[config.mk]
export PLATFORM = sky130hd
export DESIGN_NAME = idex_operand_stage
export DESIGN_NICKNAME = d
export VERILOG_FILES = /design/src/rtl/idex_operand_stage.sv
export SDC_FILE = /design/constraint.sdc
export NUM_CORES = 1
export LEC_CHECK = 0
export ABC_AREA = 1
export CAP_MARGIN = 10
export CORE_AREA = 2 2 162 164
export DETAILED_ROUTE_END_ITERATION = 16
export DIE_AREA = 0 0 164 166
export PLACE_DENSITY_LB_ADDON = 0.2
export SYNTH_ARGS = -nofsm -noshare
export SYNTH_HDL_FRONTEND = slang
export SYNTH_SLANG_ARGS = --single-unit
export TNS_END_PERCENT = 100
[constraint.sdc]
create_clock -name clk_i -period 2.7 [get_ports clk_i]
set_input_delay 0.405 -clock clk_i [delete_from_list [all_inputs] [get_ports clk_i]]
set_output_delay 0.405 -clock clk_i [all_outputs]
set_load 0.005 [all_outputs]
[src/rtl/idex_operand_stage.sv]
// ID/EX pipeline register: forwards both source operands and inserts a bubble on load-use hazards.
// Latency 1 cycle; ex_hold freezes the stage, flush kills the capture, stall_id holds decode.
module idex_operand_stage #(
    parameter int XLEN  = 32,
    parameter int CNT_W = 16
) (
    input  logic             clk_i,
    input  logic             rst_n_i,
    input  logic             id_valid_i,
    input  logic [4:0]       id_rs1_i,
    input  logic [4:0]       id_rs2_i,
    input  logic [4:0]       id_rd_i,
    input  logic [XLEN-1:0]  id_pc_i,
    input  logic [XLEN-1:0]  id_imm_i,
    input  logic [3:0]       id_alu_op_i,
    input  logic             id_use_imm_i,
    input  logic             id_mem_read_i,
    input  logic             id_mem_write_i,
    input  logic             id_reg_write_i,
    input  logic [XLEN-1:0]  rf_rd1_i,
    input  logic [XLEN-1:0]  rf_rd2_i,
    input  logic [XLEN-1:0]  ex_result_i,
    input  logic [4:0]       mem_rd_i,
    input  logic             mem_we_i,
    input  logic [XLEN-1:0]  mem_data_i,
    input  logic [4:0]       wb_rd_i,
    input  logic             wb_we_i,
    input  logic [XLEN-1:0]  wb_data_i,
    input  logic             flush_i,
    input  logic             ex_hold_i,
    output logic             stall_id_o,
    output logic             ex_valid_o,
    output logic [4:0]       ex_rd_o,
    output logic [XLEN-1:0]  ex_pc_o,
    output logic [XLEN-1:0]  ex_imm_o,
    output logic [XLEN-1:0]  ex_op1_o,
    output logic [XLEN-1:0]  ex_op2_o,
    output logic [3:0]       ex_alu_op_o,
    output logic             ex_use_imm_o,
    output logic             ex_mem_read_o,
    output logic             ex_mem_write_o,
    output logic             ex_reg_write_o,
    output logic [CNT_W-1:0] lu_bubbles_o
);

    logic             ex_valid_q, ex_valid_d;
    logic [4:0]       ex_rd_q, ex_rd_d;
    logic [XLEN-1:0]  ex_pc_q, ex_pc_d;
    logic [XLEN-1:0]  ex_imm_q, ex_imm_d;
    logic [XLEN-1:0]  ex_op1_q, ex_op1_d;
    logic [XLEN-1:0]  ex_op2_q, ex_op2_d;
    logic [3:0]       ex_alu_op_q, ex_alu_op_d;
    logic             ex_use_imm_q, ex_use_imm_d;
    logic             ex_mem_read_q, ex_mem_read_d;
    logic             ex_mem_write_q, ex_mem_write_d;
    logic             ex_reg_write_q, ex_reg_write_d;
    logic [CNT_W-1:0] lu_bubbles_q, lu_bubbles_d;

    logic            ex_fwd_en;
    logic            lu;
    logic [XLEN-1:0] op1_sel, op2_sel;

    // A load in EX has no data yet, so it is never a forwarding source.
    assign ex_fwd_en = ex_valid_q & ex_reg_write_q & ~ex_mem_read_q;

    assign lu = id_valid_i & ex_valid_q & ex_mem_read_q & (ex_rd_q != 5'd0)
              & ((ex_rd_q == id_rs1_i) | (ex_rd_q == id_rs2_i));

    assign stall_id_o = rst_n_i & ~flush_i & (ex_hold_i | lu);

    function automatic logic [XLEN-1:0] sel_operand(input logic [4:0] rs,
                                                    input logic [XLEN-1:0] rf_val);
        if (rs == 5'd0)
            return '0;
        else if (ex_fwd_en && ex_rd_q == rs)
            return ex_result_i;
        else if (mem_we_i && mem_rd_i == rs)
            return mem_data_i;
        else if (wb_we_i && wb_rd_i == rs)
            return wb_data_i;
        else
            return rf_val;
    endfunction

    assign op1_sel = sel_operand(id_rs1_i, rf_rd1_i);
    assign op2_sel = sel_operand(id_rs2_i, rf_rd2_i);

    always_comb begin
        ex_valid_d     = ex_valid_q;
        ex_rd_d        = ex_rd_q;
        ex_pc_d        = ex_pc_q;
        ex_imm_d       = ex_imm_q;
        ex_op1_d       = ex_op1_q;
        ex_op2_d       = ex_op2_q;
        ex_alu_op_d    = ex_alu_op_q;
        ex_use_imm_d   = ex_use_imm_q;
        ex_mem_read_d  = ex_mem_read_q;
        ex_mem_write_d = ex_mem_write_q;
        ex_reg_write_d = ex_reg_write_q;
        lu_bubbles_d   = lu_bubbles_q;
        if (flush_i) begin
            ex_valid_d = 1'b0;
        end else if (ex_hold_i) begin
            ex_valid_d = ex_valid_q;
        end else if (lu) begin
            ex_valid_d = 1'b0;
            if (lu_bubbles_q != '1)
                lu_bubbles_d = lu_bubbles_q + CNT_W'(1);
        end else begin
            ex_valid_d     = id_valid_i;
            ex_rd_d        = id_rd_i;
            ex_pc_d        = id_pc_i;
            ex_imm_d       = id_imm_i;
            ex_op1_d       = op1_sel;
            ex_op2_d       = op2_sel;
            ex_alu_op_d    = id_alu_op_i;
            ex_use_imm_d   = id_use_imm_i;
            ex_mem_read_d  = id_mem_read_i;
            ex_mem_write_d = id_mem_write_i;
            ex_reg_write_d = id_reg_write_i;
        end
    end

    always_ff @(posedge clk_i) begin
        if (!rst_n_i) begin
            ex_valid_q     <= 1'b0;
            ex_rd_q        <= '0;
            ex_pc_q        <= '0;
            ex_imm_q       <= '0;
            ex_op1_q       <= '0;
            ex_op2_q       <= '0;
            ex_alu_op_q    <= '0;
            ex_use_imm_q   <= 1'b0;
            ex_mem_read_q  <= 1'b0;
            ex_mem_write_q <= 1'b0;
            ex_reg_write_q <= 1'b0;
            lu_bubbles_q   <= '0;
        end else begin
            ex_valid_q     <= ex_valid_d;
            ex_rd_q        <= ex_rd_d;
            ex_pc_q        <= ex_pc_d;
            ex_imm_q       <= ex_imm_d;
            ex_op1_q       <= ex_op1_d;
            ex_op2_q       <= ex_op2_d;
            ex_alu_op_q    <= ex_alu_op_d;
            ex_use_imm_q   <= ex_use_imm_d;
            ex_mem_read_q  <= ex_mem_read_d;
            ex_mem_write_q <= ex_mem_write_d;
            ex_reg_write_q <= ex_reg_write_d;
            lu_bubbles_q   <= lu_bubbles_d;
        end
    end

    assign ex_valid_o     = ex_valid_q;
    assign ex_rd_o        = ex_rd_q;
    assign ex_pc_o        = ex_pc_q;
    assign ex_imm_o       = ex_imm_q;
    assign ex_op1_o       = ex_op1_q;
    assign ex_op2_o       = ex_op2_q;
    assign ex_alu_op_o    = ex_alu_op_q;
    assign ex_use_imm_o   = ex_use_imm_q;
    assign ex_mem_read_o  = ex_mem_read_q;
    assign ex_mem_write_o = ex_mem_write_q;
    assign ex_reg_write_o = ex_reg_write_q;
    assign lu_bubbles_o   = lu_bubbles_q;

endmodule

=== After elaboration in Yosys (flattened, before gate mapping) ===
Cells that the tools add are included.

* Register bits: 158
* Bits of input ports: 264
* Output and inout bits: 159
* Logic and storage cells: 56

* Add/sub/neg operators: 1
* Equality and inequality tests: 7
* Mux-type cells: 9
* Bitwise operators: 15
* Reduce and logical (&&, ||, !) cells: 12

{| class="wikitable"
|+ Operators with widths
! cell !! number
|-
| $mux 32 || 8
|-
| $eq 5x5->1 || 6
|-
| $add 16x1->16 const B || 1
|-
| $ne 16x16->1 const B || 1
|-
| $logic_not 5->1 || 2
|-
| $and 1x1->1 || 8
|-
| $logic_and 1x1->1 || 6
|-
| $not 1->1 || 5
|-
| $reduce_bool 5->1 || 1
|-
| $reduce_and 4->1 || 1
|-
| $reduce_and 3->1 || 1
|-
| $or 1x1->1 || 2
|-
| $reduce_or 2->1 || 1
|-
| $mux 1 || 1
|}

=== Longest topological paths before layout ===
Gate-level depths: netlist of run 1.

* Word-level depth: 6
* Mapped depth: 12
* Gate-level depth less buffers: 12

=== Worst setup path before layout of run 1 ===
No wires, ideal clock.

* Path type: reg2reg
* From: register lu_bubbles_q[0] (netlist: lu_bubbles_o[0])
* To: register lu_bubbles_q[15] (netlist: lu_bubbles_o[15])
* Setup time: 0.115 ns
* Data arrival time: 1.615 ns
* Data required time: 2.585 ns
* Path slack: 0.969 ns
* Cell stages (with the launch flop): 10
* Buffers on the path: 1
* Clock period less this slack: 1.731 ns
* Cells stage by stage: dfxtp_1 -> ha_1 -> nand2_1 -> nor3_2 -> nand3_1 -> o21ai_2 -> nor2_4 -> buf_2 -> a31oi_1 -> nor2_1

* Longest elaborated chain between the ends: 2
* Elaborated cells on any way between the ends: 3
* Classes of those cells: 1 x add/sub; 1 x eq/ne; 1 x reduce/logical

{| class="wikitable"
|+ RTL lines
! element !! RTL line !! text
|-
| from (decl) || 57 || <nowiki>logic [CNT_W-1:0] lu_bubbles_q, lu_bubbles_d;</nowiki>
|-
| from (signal assigned) || 150 || <nowiki>lu_bubbles_q <= lu_bubbles_d;</nowiki>
|-
| branches (longest 2 deep; another with $add 16x1->16) || -- ||
|}

Parallel ways; which one is timed is not known.
A chain may end at the register's enable or synchronous reset.

=== Final worst setup path of run 1 ===
* From: input id_rs2_i[3]
* To: output stall_id_o

* Longest elaborated chain between the ends: 5

{| class="wikitable"
|+ RTL lines
! element !! RTL line !! text
|-
| from (decl) || 11 || <nowiki>input logic [4:0] id_rs2_i,</nowiki>
|-
| $eq 5x5->1 || 67 || <nowiki>& ((ex_rd_q == id_rs1_i) | (ex_rd_q == id_rs2_i));</nowiki>
|-
| $or 1x1->1 || 67 ||
|-
| $and 1x1->1 || 67 ||
|-
| $or 1x1->1 || 69 || <nowiki>assign stall_id_o = rst_n_i & ~flush_i & (ex_hold_i | lu);</nowiki>
|-
| $and 1x1->1 || 69 ||
|-
| to (decl) || 31 || <nowiki>output logic stall_id_o,</nowiki>
|}

No other way between the ends.

==> results of run 1 <==
[sequential cells by signal, indices dropped and copies added, names as in the netlist]
register and count:
ex_valid_o 1, ex_rd_o 5, ex_mem_write_o 1, ex_use_imm_o 1
ex_imm_o 32, ex_alu_op_o 4, ex_op1_o 32, ex_op2_o 32
lu_bubbles_o 16, ex_mem_read_o 1, ex_reg_write_o 1, ex_pc_o 32
[path summary, 6_finish.rpt]
path / start / to / slack (ns) / cells past startpoint
worst min-delay path: rst_n_i / ex_valid_o / 0.36 / 4
worst min register to register: ex_op1_o[17] / ex_op1_o[17] / 0.47 / 2
worst max-delay path: id_rs2_i[3] / stall_id_o / 0.50 / 10
worst max register to register: ex_rd_o[1] / ex_mem_read_o / 0.64 / 13
[synthesized netlist by cell type, types with 7 or more instances]
master / count
sky130_fd_sc_hd__a21oi_1: 87
sky130_fd_sc_hd__buf_2: 35
sky130_fd_sc_hd__clkbuf_1: 47
sky130_fd_sc_hd__dfxtp_1: 158
sky130_fd_sc_hd__inv_1: 160
sky130_fd_sc_hd__inv_2: 8
sky130_fd_sc_hd__nand2_1: 325
sky130_fd_sc_hd__nand3_1: 151
sky130_fd_sc_hd__nor2_1: 436
sky130_fd_sc_hd__nor3_1: 9
sky130_fd_sc_hd__o21ai_0: 81
sky130_fd_sc_hd__xor2_1: 7
[cell families (layout without fill, tap and decap cells)]
logic type                 after synthesis  after routing
AOI/OAI and AO/OA                      178            178
xor gates and xnor gates                12             12
adders and majority gates                1              1
buffers and inverters                  257            660
DFF                                    158            158
other                                    0              5
and+or+nand+nor                        936            936
[area by class of cell]
| cell class | instances | area, um^2 | area share [%] |
|---|---|---|---|
| Clock inverter | 14 | 220 | 1.53 |
| Inverter | 168 | 631 | 4.39 |
| Timing Repair Buffer | 460 | 4670 | 32.5 |
| Antenna cell | 5 | 12.5 | 0.0870 |
| Clock buffer | 18 | 429 | 2.99 |
| Multi-Input combinational cell | 1127 | 4820 | 33.6 |
| Tap cell | 335 | 419 | 2.92 |
| Sequential cell | 158 | 3170 | 22.0 |
[per-layer routing]
layer  vias to the layer above  GRT usage (%)  wire length, um
met5                         -              0               12
met4                         2           12.4             1550
met2                       542           46.7            18300
met1                      4886           30.0            14100
li1                       5550              -                -
met3                        72           6.24             3620
[repair_timing]
item	in CTS	in global routing
setup buffers	0	0
gates cloned	0	0
hold endpoints to repair	0	0
resized for setup	2	3
endpoints found under the setup margin	1	1
[critical path, stage by stage]
cell and delay [ns]:
sky130_fd_sc_hd__clkdlybuf4s50_1 0.55, sky130_fd_sc_hd__inv_2 0.08, sky130_fd_sc_hd__nand2_1 0.06, sky130_fd_sc_hd__nand2_1 0.05
sky130_fd_sc_hd__nor2_1 0.10, sky130_fd_sc_hd__nand3_1 0.11, sky130_fd_sc_hd__nand2_1 0.12, sky130_fd_sc_hd__nand2_4 0.05
sky130_fd_sc_hd__a21oi_1 0.11, sky130_fd_sc_hd__dlymetal6s2s_1 0.16
[power by group through the flow]
stage                     logic, uW  registers [uW]  clock network, uW
after floorplan                 504            2580                  0
after CTS                      1370            2530               2760
after detailed placement       1360            2580                  0
after global placement         1350            2580                  0
final                          1360            2530               2710
after global routing           1490            2540               2860
[stage by stage]
stage / setup WS (ns) / util, % / cell area, um^2 / hold WS [ns]
2_1_floorplan: 0.969 / - / 9000 / 0.460
3_5_place_dp: 0.0925 / 53.5 / 13700 / 0.453
4_1_cts: 0.0564 / 56.0 / 14400 / 0.348
3_3_place_gp: 0.124 / 53.5 / 13700 / 0.452
6_report: 0.498 / 56.1 / 14400 / 0.361
5_1_grt: 0.325 / 56.1 / 14400 / 0.374
==> qor.txt, run 1 <==
========================================================================================
Die W                                                                             164 um
Global-route wire length before repair                                         55,900 um
Count of distinct cell types in the synthesized netlist                               31
Largest family of logic cells by synthesized area                           simple AND/OR/NAND/NOR gates
Unrepaired setup endpoints after global routing                                    false
Yosys warning count                                                                    0
Compound-Gate Fraction of Synth Area                                               10.1%
Clock tree root driver cell                                                 sky130_fd_sc_hd__clkbuf_16
Synthesized cell area                                                          9000 um^2
Crit end category                                                            output port
Final nets                                                                         2,197
Worst slew margin                                                                  44.7%
Last weighted congestion value of the routability-driven placer                    0.943
Number of hold buffers added after CTS                                                 0
Number of global-route vias before repair                                         10,146
Instance count of the mapped netlist                                               1,542
Mux share of post-synthesis cell area                                                 0%
Commonest non-fill, non-tap cell in the layout                              sky130_fd_sc_hd__nor2_1
Violation count after the first detailed-route iteration                             756
Detailed-routing iteration count for the pre-antenna-repair pass                       5
Pin count of the biggest net entering global routing                                  87
Endpoints failing hold                                                                 0
Top area cells in the synthesized netlist                                   sky130_fd_sc_hd__dfxtp_1 35%, sky130_fd_sc_hd__nor2_1 18%, sky130_fd_sc_hd__nand2_1 14%
Most used flip-flop cell after synthesis                                    sky130_fd_sc_hd__dfxtp_1
Latest clock arrival within the worst-skew pair                                  0.43 ns
Non-Filler Instances                                                               2,285
CTS Buf Count                                                                         17
Buffers added on ports                                                               422
Internal power consumption                                                       4810 uW
Max Clk Rate                                                                     454 MHz
Sequential share of the synthesized area                                           35.1%
Worst Skew                                                                     0.0170 ns
Die boundary height                                                               166 um
Instance count after placement with tap cells included                             2,248
Filler cell count in the final layout                                              2,563
Xor-xnor portion of the synthesized cell area                                      1.17%
Initial antenna violation count                                                        6
Number of flops mapped to enable cells by yosys                                        0
CTS tree                                                                            done
Overall Power                                                                    6600 uW
Part of the total power dissipated in sequential elements                          38.3%
CORE AREA                                                                    25,600 um^2
Count of maximum capacitance violations                                                0
Sw Pwr                                                                           1800 uW
Final Slew Violations                                                                  0
Category of the most critical setup path                                          in2out
Drt drc                                                                                0
Total power divided by cell area                                             459 nW/um^2
Initial standard-cell utilization of the core                                      35.1%
P_leak                                                                        0.00651 uW
Synthesized-area fraction occupied by adder cells                                 0.139%
Die Area                                                                     27,200 um^2
Status                                                                         completed
Arrival time of the worst setup path                                             1.80 ns
Average cell area after synthesis                                              5.84 um^2
Wirelength, routed                                                             37,600 um
Register bit count reported by yosys                                                 158
Number of H-tree levels                                                                4
Clock power share                                                                  41.0%
Share of post-route cells with drive strength above 1                              4.83%
Share of async-settable or async-resettable flops after synthesis                     0%
Worst supply voltage drop on vdd                                              0.000351 V
Top cell type's share of synthesized area                                          35.1%
Setup crit start kind                                                         input port
IO Count                                                                             423
Library cell occupying the most area in the post-synthesis netlist          sky130_fd_sc_hd__dfxtp_1
Total negative slack                                                                0 ns
Detail Route Antenna Nets                                                              0
Post-synthesis share of cell area spent on and, or, nand and nor gates             41.9%
Vias per Instance                                                                   4.84
DR WL/cell                                                                       16.5 um
Post-DP HPWL                                                                   27,400 um
Worst-path clk slew                                                              0.06 ns
Time the final worst path needs with I/O delays and setup                        2.20 ns
Portion of the clock cycle consumed by the worst path in the final layout          81.6%
Total via count in the routed design                                              11,052
Min-Delay Path Class                                                              in2reg
Part of the power in combinational logic                                           20.6%
# clock sinks                                                                        158
Standard-cell row count                                                               59
Area Growth Syn to Fin                                                             59.7%
Total global routing track utilization                                             26.5%
Slew @ Worst Pin                                                                0.830 ns
Critical path data required time                                                 2.30 ns
Commonest non-fill, non-tap cells in the layout                             433 x sky130_fd_sc_hd__nor2_1, 419 x sky130_fd_sc_hd__clkdlybuf4s50_1, 325 x sky130_fd_sc_hd__nand2_1
Synth Net Count                                                                    1,807
Top fanout value on the critical path                                                  4
Switching fraction of total power                                                  27.2%
Maximum number of buffers from clock root to sink                                      2
Final setup vio count                                                                  0
Total congestion overflow after global routing                                         0
========================================================================================
Note: power is estimated with default switching activity, not from simulation.
==> run 2: changes to the inputs <==
clock period = 2.3 ns   (was 2.7 ns; I/O delays follow)
==> run 2 against run 1 <==
Design area grew 1.9%; die area is the same; critical endpoint unchanged; sequential cell count stayed put; combinational power up 21%; non-clock buffer count is 30 higher; sequential share of layout area decreased by 0.41 points; utilization increased by 1.1 points; hold slack worse by 0.034 ns; register-to-register slack worse by 0.37 ns; setup slack got worse by 0.36 ns; largest cell class is now non-clock buffers; global-route usage rose by 0.71 points; via count grew 1.0%.
==> qor.txt, run 2 (synthesis results as in run 1) <==
========================================================================================
Number of hold buffers added after CTS                                                 0
Die boundary height                                                               166 um
Filler cell count in the final layout                                              2,506
Cell-by-cell trace of the critical path                                     buf_4, nand2_1, nand2_1, nor2_1, nand3_1, nand2_2, nand2_4, a21oi_1, dlygate4sd2_1
Die Area                                                                     27,200 um^2
Area of the multi-input gates                                                  4830 um^2
Commonest non-fill, non-tap cells in the layout                             433 x sky130_fd_sc_hd__nor2_1, 420 x sky130_fd_sc_hd__clkdlybuf4s50_1, 324 x sky130_fd_sc_hd__nand2_1
Total negative slack                                                                0 ns
Total via count in the routed design                                              11,164
Setup crit start kind                                                               flop
Detailed-routing iteration count for the pre-antenna-repair pass                       5
Final Slew Violations                                                                  0
Arrival time of the worst setup path                                             1.82 ns
Critical path data required time                                                 1.96 ns
Crit end category                                                            output port
Initial standard-cell utilization of the core                                      35.1%
Post-DP HPWL                                                                   28,400 um
Worst Skew                                                                     0.0151 ns
Share of post-route cells with drive strength above 1                              6.38%
Worst slew margin                                                                  45.1%
CORE AREA                                                                    25,600 um^2
Worst supply voltage drop on vdd                                              0.000442 V
Finished Cell Area                                                           14,700 um^2
CTS tree                                                                            done
DR WL/cell                                                                       16.5 um
Total power divided by cell area                                             524 nW/um^2
Initial antenna violation count                                                        4
Placed inst area                                                             14,000 um^2
Category of the most critical setup path                                         reg2out
# clock sinks                                                                        158
Total global routing track utilization                                             27.2%
Post-CTS setup buffer count                                                            0
Total congestion overflow after global routing                                         0
Number of H-tree levels                                                                4
Area Growth Syn to Fin                                                             62.8%
Highest cell delay on the worst timing path                                      0.34 ns
P_leak                                                                        0.00665 uW
Last weighted congestion value of the routability-driven placer                    0.923
Standard-cell row count                                                               59
Final setup vio count                                                                  0
Number of global-route vias before repair                                         10,633
Max Clk Rate                                                                     463 MHz
Latest clock arrival within the worst-skew pair                                  0.42 ns
Startpoint of the lowest-slack register-to-register path                      ex_rd_o[4]
Worst-path clk slew                                                              0.07 ns
Post-CTS sizing                                                                        6
Drt drc                                                                                0
Wirelength, routed                                                             38,200 um
Vias per Instance                                                                   4.83
Slew @ Worst Pin                                                                0.824 ns
Clock tree root driver cell                                                 sky130_fd_sc_hd__clkbuf_16
Portion of the clock cycle consumed by the worst path in the final layout          93.9%
Maximum number of buffers from clock root to sink                                      2
Status                                                                         completed
Die W                                                                             164 um
CTS Buf Count                                                                         17
Endpoints failing hold                                                                 0
Register cell area after layout                                                3170 um^2
Top fanout value on the critical path                                                  3
IO Count                                                                             423
Critical Path Slowest Stage Cell                                            sky130_fd_sc_hd__dfxtp_1
Violation count after the first detailed-route iteration                             771
Min-Delay Path Class                                                              in2reg
Global-route wire length before repair                                         57,800 um
Buffers added on ports                                                               422
Commonest non-fill, non-tap cell in the layout                              sky130_fd_sc_hd__nor2_1
Start point of the critical path                                              ex_rd_o[4]
Cell mode on critical path                                                  sky130_fd_sc_hd__nand2_1
Unrepaired setup endpoints after global routing                                    false
Final nets                                                                         2,227
Start point of the worst hold path                                               rst_n_i
Detail Route Antenna Nets                                                              0
Pin count of the biggest net entering global routing                                  87
Time the final worst path needs with I/O delays and setup                        2.16 ns
Count of maximum capacitance violations                                                0
========================================================================================
==> run 2: per-layer routing <==
layer / global-route usage, % / up-vias / wire length, um
li1: - / 5614 / -
met1: 30.7 / 4991 / 14700
met2: 49.6 / 498 / 19200
met3: 6.42 / 59 / 3370
met4: 9.53 / 2 / 978
met5: 0 / - / 13
==> run 2: area by class of cell <==
class	instances	area share (%)
diodes	3	0.0512
clock buffers	17	2.90
clock inverters	14	1.32
inverters	168	4.30
multi-input cells	1127	32.9
flip-flops and latches	158	21.6
well taps	335	2.86
repair buffers	490	34.0
==> run 2: final timing paths <==
check / to / slack, ns / cells after the start
worst min-delay path: ex_valid_o / 0.33 / 4
worst max register to register: ex_op1_o[11] / 0.27 / 12
worst min register to register: ex_op2_o[10] / 0.46 / 2
worst max-delay path: stall_id_o / 0.14 / 9
==> run 2: worst max-delay path, delay by kind of cell, from the launching register on <==
| kind | cells | cell delay (ns) |
|---|---|---|
| flip-flops | 1 | 0.34 |
| AND/OR/NAND/NOR | 6 | 0.51 |
| buffers and inverters | 2 | 0.41 |
| AO/OA/AOI/OAI | 1 | 0.15 |
==> run 2: where the power goes <==
part	internal, uW	switching [uW]	leakage [uW]
logic	923	723	0.00505
registers	2880	85.0	0.00130
clock network	1750	1310	0.000299
==> run 2: metrics by stage <==
stage	total power (uW)	worst slack [ns]	std cells	hold slack (ns)	util (%)
floorplan	3620	0.569	1542	0.460	-
global placement	4660	-0.127	2278	0.450	54.7
detailed placement	4670	-0.152	2278	0.453	54.7
CTS	7750	0.116	2309	0.321	57.2
global route	8030	0.0114	2310	0.320	57.2
finish	7680	0.139	2312	0.327	57.2
